--- src/rtl/vrms_scheduler.sv ---
// Shares one RMS engine across CH channels: selects, settles, frames a 2^BIT_POINTS window,
// then banks the engine's result per channel and raises irq at the end of each sweep.
module vrms_scheduler #(
    parameter int DW         = 12,
    parameter int CH         = 4,
    parameter int BIT_POINTS = 8,
    parameter int SETTLE     = 4,
    parameter int TIMEOUT    = 64
) (
    input  logic                   clk_fs,
    input  logic                   rst,
    input  logic [CH*DW-1:0]       data_s,
    input  logic [CH-1:0]          en_mask,
    input  logic                   start,
    input  logic                   cont,
    input  logic                   abort,
    output logic [DW-1:0]          eng_data,
    output logic                   eng_first,
    output logic                   eng_last,
    input  logic [DW-2:0]          eng_rms,
    input  logic                   eng_valid,
    input  logic [$clog2(CH)-1:0]  rd_ch,
    output logic [DW-2:0]          rd_rms,
    output logic                   busy,
    output logic [CH-1:0]          fault,
    output logic                   irq
);

    localparam int CHW = $clog2(CH);
    localparam int WCW = BIT_POINTS + 1;
    localparam int SCW = (SETTLE > 1) ? $clog2(SETTLE) : 1;
    localparam int TCW = (TIMEOUT > 1) ? $clog2(TIMEOUT) : 1;
    localparam logic [WCW-1:0] WIN_LAST = WCW'((1 << BIT_POINTS) - 1);
    localparam logic [SCW-1:0] SET_LAST = SCW'(SETTLE - 1);
    localparam logic [TCW-1:0] TO_LAST  = TCW'(TIMEOUT - 1);

    typedef enum logic [2:0] {S_IDLE, S_SEL, S_SETTLE, S_ACQ, S_WAIT, S_DONE} state_t;

    state_t                 state_q, state_d;
    logic [CHW-1:0]         ch_q, ch_d;
    logic [CHW:0]           ptr_q, ptr_d;
    logic [CH-1:0]          mask_q, mask_d;
    logic [SCW-1:0]         set_cnt_q, set_cnt_d;
    logic [WCW-1:0]         win_cnt_q, win_cnt_d;
    logic [TCW-1:0]         to_cnt_q, to_cnt_d;
    logic [DW-1:0]          eng_data_q, eng_data_d;
    logic                   eng_first_q, eng_first_d;
    logic                   eng_last_q, eng_last_d;
    logic                   irq_q, irq_d;
    logic [CH-1:0]          fault_q, fault_d;
    logic [CH-1:0][DW-2:0]  bank_q, bank_d;

    logic [DW-1:0]          sel_sample;
    logic                   found;
    logic [CHW-1:0]         nxt_ch;

    always_comb begin
        sel_sample = '0;
        for (int k = 0; k < CH; k++)
            if (ch_q == CHW'(k)) sel_sample = data_s[k*DW +: DW];
    end

    // Descending scan so the last hit is the lowest enabled channel at or above the pointer.
    always_comb begin
        found  = 1'b0;
        nxt_ch = '0;
        for (int k = CH - 1; k >= 0; k--)
            if (mask_q[k] && k >= int'(ptr_q)) begin
                found  = 1'b1;
                nxt_ch = CHW'(k);
            end
    end

    always_comb begin
        state_d     = state_q;
        ch_d        = ch_q;
        ptr_d       = ptr_q;
        mask_d      = mask_q;
        set_cnt_d   = set_cnt_q;
        win_cnt_d   = win_cnt_q;
        to_cnt_d    = to_cnt_q;
        eng_data_d  = sel_sample;
        eng_first_d = 1'b0;
        eng_last_d  = 1'b0;
        irq_d       = irq_q;
        fault_d     = fault_q;
        bank_d      = bank_q;
        case (state_q)
            S_IDLE: if (start && (en_mask != '0)) begin
                mask_d  = en_mask;
                fault_d = '0;
                irq_d   = 1'b0;
                ptr_d   = '0;
                state_d = S_SEL;
            end
            S_SEL: if (found) begin
                ch_d      = nxt_ch;
                set_cnt_d = '0;
                win_cnt_d = '0;
                state_d   = (SETTLE == 0) ? S_ACQ : S_SETTLE;
            end else begin
                state_d = S_DONE;
            end
            S_SETTLE: if (set_cnt_q == SET_LAST) state_d = S_ACQ;
                      else set_cnt_d = set_cnt_q + SCW'(1);
            S_ACQ: begin
                eng_first_d = (win_cnt_q == '0);
                eng_last_d  = (win_cnt_q == WIN_LAST);
                if (win_cnt_q == WIN_LAST) begin
                    to_cnt_d = '0;
                    state_d  = S_WAIT;
                end else begin
                    win_cnt_d = win_cnt_q + WCW'(1);
                end
            end
            S_WAIT: if (eng_valid) begin
                bank_d[ch_q] = eng_rms;
                ptr_d        = {1'b0, ch_q} + (CHW+1)'(1);
                state_d      = S_SEL;
            end else if (to_cnt_q == TO_LAST) begin
                // Engine never answered: bank a zero and flag the channel, but keep the sweep going.
                bank_d[ch_q]  = '0;
                fault_d[ch_q] = 1'b1;
                ptr_d         = {1'b0, ch_q} + (CHW+1)'(1);
                state_d       = S_SEL;
            end else begin
                to_cnt_d = to_cnt_q + TCW'(1);
            end
            S_DONE: begin
                irq_d = 1'b1;
                if (cont) begin
                    mask_d  = en_mask;
                    ptr_d   = '0;
                    state_d = (en_mask != '0) ? S_SEL : S_IDLE;
                end else begin
                    state_d = S_IDLE;
                end
            end
            default: state_d = S_IDLE;
        endcase
        if (abort) begin
            state_d     = S_IDLE;
            eng_first_d = 1'b0;
            eng_last_d  = 1'b0;
            irq_d       = 1'b0;
            fault_d     = fault_q;
            bank_d      = bank_q;
        end
    end

    always_ff @(posedge clk_fs) begin
        if (rst) begin
            state_q     <= S_IDLE;
            ch_q        <= '0;
            ptr_q       <= '0;
            mask_q      <= '0;
            set_cnt_q   <= '0;
            win_cnt_q   <= '0;
            to_cnt_q    <= '0;
            eng_data_q  <= '0;
            eng_first_q <= 1'b0;
            eng_last_q  <= 1'b0;
            irq_q       <= 1'b0;
            fault_q     <= '0;
            bank_q      <= '0;
        end else begin
            state_q     <= state_d;
            ch_q        <= ch_d;
            ptr_q       <= ptr_d;
            mask_q      <= mask_d;
            set_cnt_q   <= set_cnt_d;
            win_cnt_q   <= win_cnt_d;
            to_cnt_q    <= to_cnt_d;
            eng_data_q  <= eng_data_d;
            eng_first_q <= eng_first_d;
            eng_last_q  <= eng_last_d;
            irq_q       <= irq_d;
            fault_q     <= fault_d;
            bank_q      <= bank_d;
        end
    end

    assign eng_data  = eng_data_q;
    assign eng_first = eng_first_q;
    assign eng_last  = eng_last_q;
    assign irq       = irq_q;
    assign fault     = fault_q;
    assign busy      = (state_q != S_IDLE);
    assign rd_rms    = bank_q[rd_ch];

endmodule

--- config.mk ---
export PLATFORM = sky130hd
export DESIGN_NAME = vrms_scheduler
export DESIGN_NICKNAME = d
export VERILOG_FILES = /design/src/rtl/vrms_scheduler.sv
export SDC_FILE = /design/constraint.sdc
export NUM_CORES = 1
export LEC_CHECK = 0
export ABC_AREA = 1
export CORE_AREA = 4 4 112 114
export CTS_CLUSTER_SIZE = 14
export DETAILED_ROUTE_END_ITERATION = 8
export DIE_AREA = 0 0 116 118
export GPL_TIMING_DRIVEN = 0
export PLACE_DENSITY = 0.65
export SLEW_MARGIN = 20
export SYNTH_ARGS = -nofsm -noshare
export SYNTH_HDL_FRONTEND = slang
export SYNTH_SLANG_ARGS = --single-unit
--- constraint.sdc ---
create_clock -name clk_fs -period 4.9 [get_ports clk_fs]
set_clock_uncertainty 0.2 [all_clocks]
set_input_delay 0.98 -clock clk_fs [delete_from_list [all_inputs] [get_ports clk_fs]]
set_output_delay 0.98 -clock clk_fs [all_outputs]
set_load 0.02 [all_outputs]
==> qor.yml <==
status: "finished clean"
critPathLaunch: "rd_ch[0]"
antennaDiodeCount: 0
post_cts_resize_count: 0
synthSimpleGateAreaFrac_pct: 21.3
grt.total_usage_pct: 20.4
final_cell_area_um2: 6080
viasPerCell: 5.01
drv_slew: 0
antenna_found_initial: 0
yosysSeqAreaShare_pct: 40.5
setup_violations: 0
critPathCapture: "rd_rms[1]"
start_util_pct: 39.8
multi_input_area_um2: 2200
finalCoreUtilization_pct: 53.3
reg2reg_from: "win_cnt_q[1]"
cts_root_buffer: "clkbuf_16"
yosys.area_share.xor_xnor_pct: 0.578
r2r_end: "to_cnt_q[5]"
synth_top_family_by_area: "compound AO/OA/AOI/OAI gates"
fin_crit_ns: 4.30
postPlaceCellArea_um2: 5730
synth-compound-area-share_pct: 23.9
ant_nets: 0
rsz0062_at_grt: "false"
cts-hold-fix-buffers: 0
synth_ff_type: "dfxtp_1"
rrSetupSlack_ns: 2.62
drv_cap: 0
netlist_top_cells_count: "142 x nand2_1, 140 x a21oi_1, 95 x inv_1"
drt_iter0_drc: 192
final.fill_count: 1173
die_x_um: 116
arrival_ns: 3.12
die_area_um2: 13700
drc: 0
endpoint_kind: "output port"
hpwl_um: 10100
drive_above_1_share_pct: 4.84
clkSinkCount: 92
crit_path_start_kind: "input port"
drt_pass1_iterations: 5
hp-class: "flop to flop"
ios: 102
synth_nets: 769
grt_pass1_vias: 4665
p_total_mw: 1.85
synth_cells: 689
syn_avg_cell_area_um2: 6.60
finalWorstSetupSlack_ns: 0.600
port_buffers: 100
synth_edf_count: 0
core_um2: 11400
grt_pass1_wl_um: 22400
hold_ws_ns: 0.246
max_freq_ghz: 0.233
leakage_nw: 2.46
max-slew-margin-rel_pct: 60.5
gp_congestion: 0.838
hold_viol: 0
dpl_worst_slack_ns: 0.642
std_cell_rows: 39
grt_max_degree: 15
dp_cells: 932
post_cts_buffers: 0
synthArstFlopShare_pct: 0
regArea_um2: 1840
stdcell_count: 948
ys_types: 24
critPathMaxFanout: 10
cts_tree: "built"
wire_per_inst_um: 14.4
worst_pin_slew_ns: 0.592
worst_ep_required_time_ns: 3.72
yosysMostFrequentCell: "nand2_1"
ys_warn_count: 0
clock_latency_ns: 0.34
cts_buffers: 9
grt_overflow: 0
synth_top_area_share_pct: 40.5
vias: 4752
wl_um: 13700
fin_crit_sh_pct: 87.7
final_nets: 880
syn_to_final_growth_pct: 33.7
crit_type: "input port to output port"
die_y_um: 118
setup-tns-final_ns: 0
peakVddDrop_uv: 244
ff2ff_path_depth: 14
synthMuxAreaShare_pct: 0
synth.area.top_cells: "dfxtp_1 40%, a21oi_1 15%, nand2_1 12%, inv_1 7.8%, o21ai_1 4.2%"
clk_pin_slew_ns: 0.06
htreeDepth: 3
hold_depth: 2
synth_fa_ha_area_share_pct: 2.48
ys_seq_elements: 92
cts_buffer_depth: 2
powerDensity_nw_per_um2: 304
syn_area_um2: 4550
post-synth-top-area-cell: "dfxtp_1"
layout by cell type, fill, tap and decap left out, drive strengths merged:
cell type	count
nor3	2
o21ai	72
nor2	54
nand3	27
clkbuf	31
xor2	1
bufinv	3
a21boi	2
a21oi	140
nand3b	3
o22ai	2
xnor2	2
clkinv	1
ha	9
nor4	1
dfxtp	92
nand2	145
clkdlybuf4s50	100
inv	101
buf	13
nand4	4
report_power, final:
part           total, mW  switching (mW)  internal, mW
registers          0.778          0.0113         0.766
logic              0.260           0.142         0.119
clock network      0.810           0.285         0.526
total               1.85           0.438          1.41
cell families after synthesis:
kind of cell	Yosys count
buf+inv	133
compound gates	216
fa+ha+maj	9
simple gates	236
flops	92
xor+xnor	3
area by class of cell:
class / instances / area share, %
Inverter: 101 / 6.23
Buffer: 32 / 2.18
Timing Repair Buffer: 100 / 16.5
Clock inverter: 4 / 1.56
Clock buffer: 12 / 4.22
Tap cell: 143 / 2.94
Sequential cell: 92 / 30.3
Multi-Input combinational cell: 464 / 36.1
worst max-delay path: stages:
cell             delay, ns
clkdlybuf4s50_1       0.44
inv_1                 0.17
clkbuf_1              0.45
a21oi_1               0.16
a21oi_1               0.26
clkdlybuf4s50_1       0.66
per-layer routing:
layer  track usage (%)  share of wire, %  vias up
met5                 0                 0        -
met4              5.95               1.3        0
met3              3.91               4.8       13
met2              36.1                51      122
met1              24.7                43     2168
li1                  -                 -     2449
how the worst min path moves through the flow:
stage | from | endpoint
after CTS | bank_q[2] | bank_q[2]
final | bank_q[28] | bank_q[28]
after global placement | bank_q[27] | bank_q[27]
after detailed placement | bank_q[2] | bank_q[2]
after global routing | bank_q[27] | bank_q[27]
after floorplan | bank_q[22] | bank_q[22]
registers in the layout, summed over array words and instances (netlist names), 2 cells and up:
name / cells
mask_q: 4
bank_q: 44
ptr_q: 3
state_q: 3
win_cnt_q: 9
fault: 4
to_cnt_q: 6
eng_data: 12
set_cnt_q: 2
ch_q: 2
Note: power is estimated with default switching activity, not from simulation.
